$ cat config.mk
export PLATFORM = sky130hd
export DESIGN_NAME = div32_seq
export DESIGN_NICKNAME = d
export VERILOG_FILES = /design/src/rtl/div32_seq_pkg.sv /design/src/rtl/div32_step.sv /design/src/rtl/div32_seq.sv
export SDC_FILE = /design/constraint.sdc
export NUM_CORES = 1
export LEC_CHECK = 0
export ABC_AREA = 1
export ABC_CLOCK_PERIOD_IN_PS = 3500
export BUFFER_PORTS_ARGS = -buffer_cell sky130_fd_sc_hd__buf_2
export CORE_MARGIN = 2
export CORE_UTILIZATION = 45
export CTS_CLUSTER_SIZE = 25
export DETAILED_ROUTE_END_ITERATION = 16
export HOLD_SLACK_MARGIN = 0.1
export PLACE_DENSITY = 0.6
export SLEW_MARGIN = 30
export SYNTH_ARGS = -nofsm -noshare
export SYNTH_HDL_FRONTEND = slang
export SYNTH_HIERARCHICAL = 1
export SYNTH_SLANG_ARGS = --single-unit
export TNS_END_PERCENT = 100
$ cat constraint.sdc
create_clock -name clk -period 3.5 [get_ports clk]
set_clock_uncertainty 0.15 [all_clocks]
set_input_delay 0.175 -clock clk [delete_from_list [all_inputs] [get_ports clk]]
set_output_delay 0.175 -clock clk [all_outputs]
set_load 0.05 [all_outputs]
$ cat src/rtl/div32_seq_pkg.sv
// div32_seq_pkg: shared FSM encoding, latency constants and sign helper for div32_seq.
package div32_seq_pkg;
  typedef enum logic [2:0] {IDLE, PREP, CALC, FIX, DONE_ST} div_state_e;
  localparam int DIV_ITER = 32;
  localparam int DIV_LATENCY = 34;
  localparam logic [31:0] DIV_ZERO_Q = 32'hFFFF_FFFF;
  function automatic logic [31:0] cond_neg(input logic n, input logic [31:0] v);
    return n ? -v : v;
  endfunction
endpackage

$ cat src/rtl/div32_step.sv
// div32_step: one restoring shift-subtract iteration; the subtract borrow picks restore vs keep.
module div32_step (
  input  logic [32:0] rem_i,
  input  logic        bit_i,
  input  logic [31:0] dvs_i,
  output logic [32:0] rem_o,
  output logic        qbit_o
);
  logic [33:0] sh;
  logic [34:0] diff;
  assign sh = {rem_i, bit_i};
  assign diff = {1'b0, sh} - {3'b000, dvs_i};
  assign qbit_o = ~diff[34];
  assign rem_o = diff[34] ? sh[32:0] : diff[32:0];
endmodule

$ cat src/rtl/div32_seq.sv
// div32_seq: sequential 32-bit signed/unsigned restoring divider with START/BUSY/DONE handshake.
// Signed operation is honoured only when DIV32_SIGNED_EN is defined; otherwise all operands are unsigned.
module div32_seq
  import div32_seq_pkg::*;
(
  input  logic        clk,
  input  logic        rst_n,
  input  logic        start_i,
  input  logic        signed_i,
  input  logic [31:0] a_i,
  input  logic [31:0] b_i,
  output logic        busy_o,
  output logic        done_o,
  output logic [31:0] q_o,
  output logic [31:0] r_o,
  output logic        div_zero_o
);
`ifdef DIV32_SIGNED_EN
  localparam logic SGN_EN = 1'b1;
`else
  localparam logic SGN_EN = 1'b0;
`endif
  div_state_e  state_q;
  logic [31:0] dvd_q, dvs_q, quot_q, q_q, r_q;
  logic [32:0] rem_q, rem_d;
  logic [4:0]  cnt_q;
  logic        sgn_q, neg_q_q, neg_r_q, dz_q, busy_q, done_q, div_zero_q, qbit_d;
  div32_step u_step (
    .rem_i (rem_q),
    .bit_i (dvd_q[31]),
    .dvs_i (dvs_q),
    .rem_o (rem_d),
    .qbit_o(qbit_d)
  );
  // Divide-by-zero skips CALC but still passes through FIX so DONE lands after edge 2.
  always_ff @(posedge clk or negedge rst_n)
    if (!rst_n) begin
      state_q <= IDLE;
      {dvd_q, dvs_q, quot_q, q_q, r_q, rem_q, cnt_q} <= '0;
      {sgn_q, neg_q_q, neg_r_q, dz_q, busy_q, done_q, div_zero_q} <= '0;
    end else begin
      done_q <= 1'b0;
      case (state_q)
        IDLE: if (start_i) begin
          dvd_q <= a_i;
          dvs_q <= b_i;
          sgn_q <= signed_i & SGN_EN;
          busy_q <= 1'b1;
          state_q <= PREP;
        end
        PREP: begin
          dz_q <= dvs_q == '0;
          neg_q_q <= sgn_q & (dvd_q[31] ^ dvs_q[31]);
          neg_r_q <= sgn_q & dvd_q[31];
          dvd_q <= cond_neg(sgn_q & dvd_q[31] & (|dvs_q), dvd_q);
          dvs_q <= cond_neg(sgn_q & dvs_q[31], dvs_q);
          rem_q <= '0;
          cnt_q <= '0;
          state_q <= (dvs_q == '0) ? FIX : CALC;
        end
        CALC: begin
          rem_q <= rem_d;
          dvd_q <= {dvd_q[30:0], 1'b0};
          quot_q <= {quot_q[30:0], qbit_d};
          cnt_q <= cnt_q + 5'd1;
          if (cnt_q == 5'(DIV_ITER - 1)) state_q <= FIX;
        end
        FIX: begin
          q_q <= dz_q ? DIV_ZERO_Q : cond_neg(neg_q_q, quot_q);
          r_q <= dz_q ? dvd_q : cond_neg(neg_r_q, rem_q[31:0]);
          div_zero_q <= dz_q;
          done_q <= 1'b1;
          busy_q <= 1'b0;
          state_q <= DONE_ST;
        end
        default: state_q <= IDLE;
      endcase
    end
  assign busy_o = busy_q;
  assign done_o = done_q;
  assign q_o = q_q;
  assign r_o = r_q;
  assign div_zero_o = div_zero_q;
endmodule

Word-level counts from Yosys, hierarchy flattened
Index checks and enable logic that the tools add are counted.
{"block": "word_totals", "regBits": 205, "latch_bits": 0, "ramBits": 0, "romBits": 0, "inputBits": 68, "elab_cells": 48, "mem_count": 0}
{"block": "op_classes", "add_sub_neg": 2, "mul": 0, "div": 0, "magnitude_cmp": 0, "eq_ne": 6, "n_shift": 0, "mux": 16, "bitwise": 2, "reduce_logical": 10}
{"cell": "$mux 32", "n": 5}
{"cell": "$pmux 33 s2", "n": 1}
{"cell": "$pmux 32 s2", "n": 1}
{"cell": "$sub 34x32->35", "n": 1}
{"cell": "$mux 33", "n": 1}
{"cell": "$logic_not 32->1", "n": 1}
{"cell": "$pmux 3 s4", "n": 1}
{"cell": "$pmux 5 s2", "n": 1}
{"cell": "$eq 3x2->1 const B", "n": 2}
{"cell": "$mux 3", "n": 2}
{"cell": "$reduce_and 3->1", "n": 2}
{"cell": "$reduce_bool 2->1", "n": 3}
{"cell": "$add 5x1->5 const B", "n": 1}
{"cell": "$eq 5x5->1 const B", "n": 1}
{"cell": "$ne 2x2->1 const B", "n": 2}
{"cell": "$reduce_and 2->1", "n": 2}
{"cell": "$eq 3x1->1 const B", "n": 1}
{"cell": "$logic_not 3->1", "n": 1}
{"cell": "$mux 1", "n": 3}
{"cell": "$reduce_bool 3->1", "n": 1}
{"cell": "$not 1->1", "n": 2}
{"cell": "$pmux 1 s2", "n": 1}

Depth between registers and ports, before layout
Gate-level depths: netlist of run 1.
{"block": "logic_depth", "depth_word": 3, "ltp_mapped": 17, "mapped_depth_nobuf": 17}

Hierarchy
Netlist of run 1, hierarchy kept.
{"module": "div32_seq", "n_inst": 1, "cells_each": 881, "area_each_um2": 8471.9, "seq_area_each_um2": 5129.9}
{"module": "div32_step", "n_inst": 1, "cells_each": 658, "area_each_um2": 3216.8, "seq_area_each_um2": 0.0}

Worst setup path before layout of run 1
OpenSTA, ideal clock, no wires.
{"block": "synth_path", "kind": "register to register", "start": "register dvd_q[31]", "end": "register rem_q[32]", "arrival_ns": 2.036, "required_time_ns": 3.228, "path_slack_ns": 1.193, "path_stages_with_launch": 18, "path_buffers": 0, "path_cell_list": "dfrtp_1 -> inv_1 -> ha_1 -> inv_1 -> fa_1 -> nand3_1 -> nand3_1 -> nand2_1 -> nand2_1 -> nand2_1 -> nand2_1 -> nand2_1 -> nand2_1 -> nand2_1 -> nand2_1 -> nand2_1 -> inv_1 -> a32o_1"}
{"block": "synth_between", "elab_chain_len": 3}
{"item": "from (decl)", "line_no": "div32_seq.sv:24", "text": "logic [31:0] dvd_q, dvs_q, quot_q, q_q, r_q;"}
{"item": "from (signal assigned)", "line_no": "div32_seq.sv:45", "text": "dvd_q <= a_i;"}
{"item": "from (signal assigned)", "line_no": "div32_seq.sv:55", "text": "dvd_q <= cond_neg(sgn_q & dvd_q[31] & (|dvs_q), dvd_q);"}
{"item": "from (signal assigned)", "line_no": "div32_seq.sv:63", "text": "dvd_q <= {dvd_q[30:0], 1'b0};"}
{"item": "$sub 34x32->35", "line_no": "div32_step.sv:12", "text": "assign diff = {1'b0, sh} - {3'b000, dvs_i};"}
{"item": "$mux 33", "line_no": "div32_step.sv:14", "text": "assign rem_o = diff[34] ? sh[32:0] : diff[32:0];"}
{"item": "net rem_d[32]", "line_no": "div32_seq.sv:25", "text": "logic [32:0] rem_q, rem_d;"}
{"item": "$pmux 33 s2", "line_no": "div32_seq.sv:43", "text": "case (state_q)"}
{"item": "to (signal assigned)", "line_no": "div32_seq.sv:62", "text": "rem_q <= rem_d;"}
{"item": "to (decl)", "line_no": "div32_seq.sv:25"}
The timed path passes the listed nets, and every way through them passes these cells.
A chain may end at the register's enable or synchronous reset.

Worst setup path after layout of run 1
{"block": "layout_path", "start": "register dvd_q[31]", "end": "register rem_q[29]"}
The elaborated chain is that of the path after synthesis.

==> results.json, run 1 <==
{
  "peakVddDrop_v": 0.000562,
  "multiInputGateArea_um2": 5370,
  "n_fill_cell": 2402,
  "dp.final_hpwl_um": 22200,
  "r2r_end": "rem_q[29]",
  "seqCellArea_um2": 5130,
  "place_ws_ns": 0.705,
  "avgViaCountPerCell": 4.95,
  "leakage_nw": 7.55,
  "status": "finished clean",
  "finalCritPeriodShare": 0.810,
  "async_flop_share": 1.00,
  "post-synth-top-count-cell": "nand2_1",
  "grt_start_max_net_pins": 102,
  "worstSetupEndpointType": "flop",
  "postSynthAreaPerCell_um2": 7.60,
  "synth_area_um2": 11700,
  "power.density_nw_per_um2": 779,
  "path_class": "reg -> reg",
  "insertion_delay_ns": 0.54,
  "cts.path.max_buffers": 3,
  "muxShareOfSynthArea": 0.0507,
  "rsz0062_at_grt": "false",
  "syn_inst": 1539,
  "hold_viol": 0,
  "finalSetupTns_ns": 0,
  "dieArea_um2": 27300,
  "drtIter0Drc": 831,
  "critPathRequiredTime_ns": 3.81,
  "initial_core_util": 0.462,
  "r2r_slack_ns": 0.67,
  "synth.area.top_cells": "dfrtp_1 44%, nand2_1 16%, inv_1 7.1%",
  "ys_warn_count": 6,
  "worstMarginPinSlew_ns": 0.799,
  "grtUsageTotal": 0.238,
  "cts_buffers": 24,
  "cp_max_fo": 23,
  "dr.pass1.iters": 6,
  "arrival_ns": 3.14,
  "core_area_um2": 25300,
  "worstSetupStartpointType": "flop",
  "timing.fmax_ghz": 0.353,
  "synth_edf_count": 0,
  "synth_xor_area_frac": 0.0112,
  "synthTopCellsByCount": "486 x nand2_1, 220 x inv_1, 205 x dfrtp_1",
  "grt_pass1_wl_um": 51400,
  "wl_um": 31500,
  "ys.flop_type": "dfrtp_1",
  "yosysSeqAreaShare": 0.439,
  "ios": 135,
  "overflow": 0,
  "synth-seq-cells": 205,
  "vias": 10200,
  "fin_crit_ns": 2.83,
  "rr_worst_depth": 14,
  "antenna_left": 0,
  "drive_gt1_frac": 0.142,
  "slew_violations": 0,
  "yosysTopAreaCell": "dfrtp_1",
  "fin_ws_ns": 0.665,
  "row_count": 58,
  "die_h_um": 165,
  "root_buffer": "clkbuf_16",
  "maxCapViolCount": 0,
  "synth-compound-area-share": 0.0899,
  "portBuffers": 133,
  "syn_nets": 1642,
  "synthAdderAreaFrac": 0.0381,
  "wl_per_cell_um": 15.3,
  "yosys.area_share.simple": 0.268,
  "yosysTopAreaCellShare": 0.439,
  "slew-limit-headroom": 0.467,
  "ys_types": 39,
  "timing.rr.start": "dvd_q[31]",
  "setup_viol": 0,
  "syn2layout_area_growth_pct": 20.4,
  "finalInstanceArea_um2": 14100,
  "placed_cell_area_um2": 12600,
  "drc_errors": 0,
  "hold_class": "in -> async",
  "gp_congestion": 0.920,
  "antenna_found_initial": 0,
  "die_x_um": 165,
  "cts.sinks": 205,
  "grt_pass1_vias": 9902,
  "nets": 1819,
  "cts_tree": "done",
  "htreeDepth": 1,
  "synth_top_family_by_area": "simple AND/OR/NAND/NOR gates",
  "clkTransAtPathRegs_ns": 0.06,
  "antenna_cells": 0,
  "holdWs_ns": 0.112
}
power breakdown:
part	switching, mW	internal [mW]
combinational	3.28	1.44
clock	1.04	1.58
sequential	0.510	3.12
total	4.82	6.14
routing by layer:
metal	wire (um)	GRT usage	vias to the layer above
met5	0	0	-
met4	813	0.0625	0
met1	14600	0.333	4741
li1	-	-	5182
met3	1850	0.0442	53
met2	14300	0.380	246
worst max-delay path by stage:
stage	start	to	slack, ns	cells after the start
finish	dvd_q[31]	rem_q[29]	0.67	14
global route	dvd_q[31]	rem_q[27]	0.46	14
detailed placement	dvd_q[31]	rem_q[0]	0.71	13
CTS	dvd_q[31]	rem_q[29]	0.68	14
floorplan	dvd_q[31]	rem_q[32]	1.19	17
global placement	dvd_q[31]	rem_q[29]	0.73	14
cells in the final DEF, fill, tap and decap left out, types with 2 or more instances in the layout:
cell             n
nand2_1        484
inv_1          220
dfrtp_1        204
buf_2          132
o21ai_0        131
nor2_1         103
nand3_1         90
dlygate4sd3_1   66
a21oi_1         62
ha_1            34
mux2i_1         30
mux2_2          25
clkbuf_16       24
xor2_1          15
nand3_2         13
buf_4           11
and2_1          11
nand3b_1         9
nand4_1          9
inv_2            5
nor2_2           5
clkbuf_1         5
clkinv_2         5
clkbuf_8         5
a32o_1           4
nand2_4          3
bufinv_16        3
buf_12           3
nor3_1           3
nand2_2          3
a21o_1           2
critical path, cell delays in order (launching register included):
cell	delay [ns]
dfrtp_1	0.39
inv_1	0.10
ha_1	0.20
inv_1	0.11
fa_1	0.45
nand3_1	0.14
nand3_2	0.14
nand2_2	0.10
nand2_2	0.07
nand2_4	0.16
buf_4	0.31
nand3_1	0.11
nand2_1	0.11
nand3_1	0.08
o21ai_0	0.10
registers in the layout (all words and copies together) (netlist names):
name,count
busy_o,1
cnt_q,5
div_zero_o,1
done_o,1
dvd_q,32
dvs_q,32
dz_q,1
q_o,32
quot_q,32
r_o,32
rem_q,33
state_q,3
cell families (layout without fill, tap and decap cells):
| group | after synthesis | count (layout) |
|---|---|---|
| and+or+nand+nor | 738 | 738 |
| buffers and inverters | 287 | 481 |
| DFF | 205 | 205 |
| AOI/OAI and AO/OA | 203 | 203 |
| muxes | 56 | 56 |
| adders and majority gates | 35 | 35 |
| xor gates and xnor gates | 15 | 15 |
through the flow:
step | util | power (mW) | cells
CTS | 0.555 | 11.1 | 2063
detailed placement | 0.496 | 8.32 | 1954
global route | 0.555 | 11.7 | 2063
global placement | 0.496 | 8.23 | 1954
finish | 0.555 | 11.0 | 2063
floorplan | - | 7.17 | 1539
final cells by class:
| cell class | instances | area share |
|---|---|---|
| clock inverter | 10 | 0.0109 |
| tap | 330 | 0.0293 |
| inverter | 225 | 0.0600 |
| multi-input combinational | 1047 | 0.382 |
| sequential | 205 | 0.365 |
| clock buffer | 33 | 0.0479 |
| timing repair buffer | 213 | 0.105 |
timing repair:
item                                    in CTS  in global routing
resized for setup                            0                  0
setup buffers                                0                  0
hold endpoints to repair                   168                  0
endpoints found under the setup margin       0                  0
hold buffers                                66                  0
Note: power is estimated with default switching activity, not from simulation.
==> run 2, diff against run 1 <==
- ABC_AREA: 1 -> 0
- ABC_CLOCK_PERIOD_IN_PS: 3500 -> 2950
- PLACE_DENSITY: 0.6 -> 0.61
- clock period: 3.5 -> 2.95 ns (I/O delays scaled with it)
==> results.json, run 2 <==
{
  "violations": "negative setup slack",
  "setup_viol": 16,
  "hold_class": "in -> reg",
  "grt_start_max_net_pins": 97,
  "dieArea_um2": 24700,
  "postSynthAreaPerCell_um2": 10.5,
  "final_common_cell": "dfrtp_1",
  "die_x_um": 157,
  "cts_tree": "done",
  "initial_core_util": 0.453,
  "fin_crit_ns": 3.03,
  "syn_nets": 1111,
  "htreeDepth": 1,
  "dp.final_hpwl_um": 18000,
  "ys_warn_count": 6,
  "avgViaCountPerCell": 5.10,
  "worstSetupEndpointType": "flop",
  "antenna_found_initial": 0,
  "rsz0062_at_grt": "true",
  "maxCapViolCount": 0,
  "cts.sinks": 205,
  "portBuffers": 133,
  "nets": 1398,
  "wl_um": 26100,
  "antenna_left": 0,
  "finalCritPeriodShare": 1.03,
  "core_area_um2": 23300,
  "arrival_ns": 3.28,
  "grtUsageTotal": 0.213,
  "status": "finished, violations left",
  "multiInputGateArea_um2": 5100,
  "clkTransAtPathRegs_ns": 0.06,
  "grt_pass1_wl_um": 42000,
  "cts.path.max_buffers": 3,
  "cp_max_fo": 14,
  "die_h_um": 157,
  "yosysTopAreaCell": "dfrtp_1",
  "synth.area.top_cells": "dfrtp_1 49%, mux2i_1 6.0%, mux2_4 4.8%",
  "yosysTopAreaCellShare": 0.486,
  "antenna_cells": 0,
  "dr.pass1.iters": 5,
  "ios": 135,
  "row_count": 56,
  "fin_cells": 1631,
  "path_class": "reg -> reg",
  "slew_violations": 0,
  "root_buffer": "clkbuf_16",
  "fin_ws_ns": -0.0790,
  "synth_area_um2": 10500,
  "drc_errors": 0,
  "post-synth-top-count-cell": "dfrtp_1",
  "vias": 8315,
  "place_inst": 1508,
  "cts_buffers": 24,
  "synthTopCellsByCount": "205 x dfrtp_1, 122 x nand2_1, 83 x o21ai_0",
  "yosysSeqAreaShare": 0.486,
  "syn_inst": 1008,
  "n_fill_cell": 1976,
  "syn2layout_area_growth_pct": 32.3,
  "synth_edf_count": 0,
  "mostFrequentLayoutCells": "204 x dfrtp_1, 132 x buf_2, 122 x nand2_1",
  "hold_viol": 0,
  "ys_types": 56,
  "insertion_delay_ns": 0.52,
  "timing.fmax_ghz": 0.330,
  "place_ws_ns": -0.108,
  "worstMarginPinSlew_ns": 0.818,
  "gp_congestion": 0.895,
  "ys.flop_type": "dfrtp_1",
  "largest_reg_flops": 33,
  "slew-limit-headroom": 0.454,
  "seqCellArea_um2": 5130,
  "drtIter0Drc": 460,
  "grt_pass1_vias": 7942,
  "wl_per_cell_um": 16.0,
  "async_flop_share": 1.00,
  "overflow": 0,
  "worstSetupStartpointType": "flop",
  "synth-seq-cells": 205,
  "drive_gt1_frac": 0.306,
  "critPathRequiredTime_ns": 3.20,
  "max_flop_register": "rem_q"
}
## run 2: changes by cell type after synthesis, moves of 11 or more
| cell | previous run | this run |
|---|---|---|
| and2_1 | 11 | 0 |
| nand3_2 | 13 | 0 |
| inv_1 | 220 | 39 |
| a22o_1 | 0 | 36 |
| nor2_1 | 104 | 72 |
| o21ai_0 | 131 | 83 |
| mux2_2 | 25 | 38 |
| nand2_1 | 486 | 122 |
| xnor2_1 | 0 | 16 |
| mux2_4 | 0 | 34 |
| mux2i_1 | 30 | 63 |
| nand3_1 | 90 | 3 |
| o21ai_1 | 1 | 36 |
## run 2: layer usage
metal  wire length [um]  global-route usage  vias up
met4                501              0.0450        0
met2              12000               0.342      195
met3               1090              0.0259       35
met1              12500               0.312     3953
met5                  0                   0        -
li1                   -                   -     4132
## run 2: logic make-up after synthesis
kind of cell             Yosys count  synth area share
buffers and inverters             98            0.0458
multiplexers                     135             0.149
XOR/XNOR                          28            0.0232
adder cells (fa/ha/maj)           35            0.0422
AO/OA/AOI/OAI                    262             0.151
flip-flops                       205             0.486
AND/OR/NAND/NOR                  245             0.103
## run 2: repair_timing
| action | in CTS | in global routing |
|---|---|---|
| hold buffers | 69 | 0 |
| endpoints found under the setup margin | 18 | 34 |
| buffers inserted | 2 | 6 |
| hold endpoints to repair | 204 | 0 |
| cloned | 0 | 2 |
| pin swaps | 2 | 10 |
| resized for setup | 2 | 40 |
## run 2: per-stage QoR
step | setup TNS, ns | util | instance area, um^2 | hold WS [ns]
after floorplan | 0 | - | 10500 | -0.298
after global placement | -0.567 | 0.524 | 12200 | 0.0564
after detailed placement | -1.11 | 0.524 | 12200 | 0.0617
after CTS | -0.890 | 0.589 | 13700 | 0.222
after global routing | -5.04 | 0.600 | 14000 | 0.235
final | -0.695 | 0.600 | 14000 | 0.239
## run 2: worst paths after layout
path,from,endpoint,slack [ns],cells after the start
min reg2reg,div_zero_o,div_zero_o,0.32,2
min,b_i[10],dvs_q[10],0.24,3
max,dvs_q[0],rem_q[7],-0.08,13
max in group asynchronous,rst_n,quot_q[24],1.33,4
max reg2reg,dvs_q[0],rem_q[7],-0.08,13
min in group asynchronous,rst_n,quot_q[19],0.53,3
## run 2: critical path, cell delays in order, from the launching register on
cell and delay, ns:
dfrtp_1 0.39, ha_2 0.19, inv_2 0.05, fa_2 0.18, a21o_1 0.13, nand4_1 0.15
a21oi_2 0.27, nor3_4 0.08, nor3_4 0.23, o211ai_4 0.11, o21ai_4 0.25, buf_12 0.20
mux2_4 0.31, a22o_1 0.21
## run 2: layout make-up
| cell class | count | share of cell area |
|---|---|---|
| repair buffers | 320 | 0.171 |
| inverters | 39 | 0.0105 |
| clock buffers | 31 | 0.0478 |
| flip-flops and latches | 205 | 0.368 |
| well taps | 319 | 0.0286 |
| multi-input cells | 705 | 0.365 |
| clock inverters | 12 | 0.00905 |
Power of run 2 is not shown: default switching activity piles up to over one toggle a cycle in this logic, so the estimate is an artifact.
==> run 3, diff against run 2 <==
- ABC_CLOCK_PERIOD_IN_PS: 2950 -> 3300
- clock period: 2.95 -> 3.3 ns (I/O delays scaled with it)
==> results.json, run 3 (synthesized netlist as in run 2, its figures left out) <==
{
  "critPathLaunch": "dvs_q[0]",
  "hold_class": "in -> async",
  "worstMarginPinSlew_ns": 0.857,
  "grt_pass1_wl_um": 40800,
  "crit_top_cell": "nor3_4",
  "slew_violations": 0,
  "drtIter0Drc": 495,
  "drive_gt1_frac": 0.254,
  "vias": 7939,
  "clkTransAtPathRegs_ns": 0.06,
  "r2r_end": "rem_q[15]",
  "cts_buffers": 24,
  "worst_path_max_delay_cell": "dfrtp_1",
  "slowest_delay_ns": 0.41,
  "portBuffers": 133,
  "nets": 1331,
  "cp_cell_sequence": "ha_1 -> inv_1 -> fa_1 -> a21o_1 -> nand4_1 -> a21oi_2 -> nor3_4 -> nor3_4 -> o211ai_4 -> o21ai_4 -> buf_12 -> mux2_4 -> a22o_1",
  "mostFrequentLayoutCells": "204 x dfrtp_1, 132 x buf_2, 122 x nand2_1",
  "seqCellArea_um2": 5130,
  "cts_tree": "done",
  "cts.path.max_buffers": 3,
  "finalInstanceArea_um2": 13400,
  "multiInputGateArea_um2": 4990,
  "n_fill_cell": 2068,
  "overflow": 0,
  "slew-limit-headroom": 0.429,
  "grt_start_max_net_pins": 130,
  "grt_pass1_vias": 7912,
  "syn2layout_area_growth_pct": 26.9,
  "setup_viol": 0,
  "root_buffer": "clkbuf_16",
  "cts.sinks": 205,
  "worstSetupEndpointType": "flop",
  "status": "finished clean",
  "dr.pass1.iters": 5,
  "path_class": "reg -> reg",
  "r2r_slack_ns": 0.15,
  "wl_per_cell_um": 16.2,
  "insertion_delay_ns": 0.51,
  "row_count": 56,
  "arrival_ns": 3.39,
  "largest_reg_flops": 33,
  "timing.rr.start": "dvs_q[0]",
  "ios": 135,
  "gp_congestion": 0.920,
  "final_common_cell": "dfrtp_1",
  "rr_worst_depth": 13,
  "dieArea_um2": 24700,
  "initial_core_util": 0.453,
  "hold_viol": 0,
  "rsz0062_at_grt": "true",
  "core_area_um2": 23300,
  "htreeDepth": 1,
  "critPathRequiredTime_ns": 3.54,
  "placed_cell_area_um2": 11800,
  "die_x_um": 157,
  "timing.fmax_ghz": 0.317,
  "avgViaCountPerCell": 5.07,
  "grtUsageTotal": 0.207,
  "drc_errors": 0,
  "antenna_cells": 0,
  "holdWs_ns": 0.0867,
  "antenna_left": 0,
  "cp_max_fo": 13,
  "max_flop_register": "rem_q",
  "finalCritPeriodShare": 0.955,
  "wl_um": 25300,
  "maxCapViolCount": 0,
  "worstSetupStartpointType": "flop",
  "antenna_found_initial": 0,
  "dp.final_hpwl_um": 17600,
  "die_h_um": 157,
  "fin_crit_ns": 3.15
}
-- run 3: changes by cell type in the layout (fill, tap and decap cells not counted), moves of 4 or more --
cell,previous run,this run
buf_4,106,47
nor2_1,63,72
clkinv_2,7,1
nor2_2,6,0
buf_6,4,0
-- run 3: worst max-delay path: cells and delay by family, from the launching register on --
family                   cells  cell delay, ns
adder cells (fa/ha/maj)      2            0.42
AND/OR/NAND/NOR              3            0.47
flip-flops                   1            0.41
buffers and inverters        2            0.25
multiplexers                 1            0.30
AO/OA/AOI/OAI                5            1.03
-- run 3: cell type report --
cell class                      instances  area share
Tap cell                              319      0.0298
Multi-Input combinational cell        705       0.373
Inverter                               39      0.0109
Timing Repair Buffer                  253       0.137
Clock buffer                           36      0.0550
Clock inverter                          8      0.0114
Sequential cell                       205       0.383
-- run 3: layer usage --
| metal | up-vias | GRT usage | wire (um) |
|---|---|---|---|
| met5 | - | 0 | 0 |
| met4 | 0 | 0.0450 | 347 |
| met3 | 32 | 0.0253 | 973 |
| met2 | 154 | 0.325 | 11300 |
| met1 | 3768 | 0.307 | 12700 |
| li1 | 3985 | - | - |
-- run 3: what timing repair did --
action,4_1_cts,5_1_grt
endpoints found under the setup margin,0,15
gates resized for setup,0,9
hold endpoints to repair,146,0
hold buffers,66,0
setup buffers,0,1
-- run 3: per-stage QoR --
| step | utilization | std cells | TNS, ns | worst slack, ns |
|---|---|---|---|---|
| after global placement | 0.507 | 1454 | 0 | 0.187 |
| after detailed placement | 0.507 | 1454 | 0 | 0.152 |
| after floorplan | - | 1008 | 0 | 0.403 |
| final | 0.576 | 1565 | 0 | 0.147 |
| after global routing | 0.576 | 1565 | -0.00367 | -0.00367 |
| after CTS | 0.574 | 1564 | 0 | 0.127 |
-- run 3: worst max path at each step --
stage / to / depth (start not counted)
after floorplan: rem_q[15] / 12
after global placement: rem_q[7] / 13
after detailed placement: rem_q[31] / 13
after CTS: rem_q[15] / 13
after global routing: rem_q[14] / 16
final: rem_q[15] / 13
Power of run 3 is left out for the same reason.
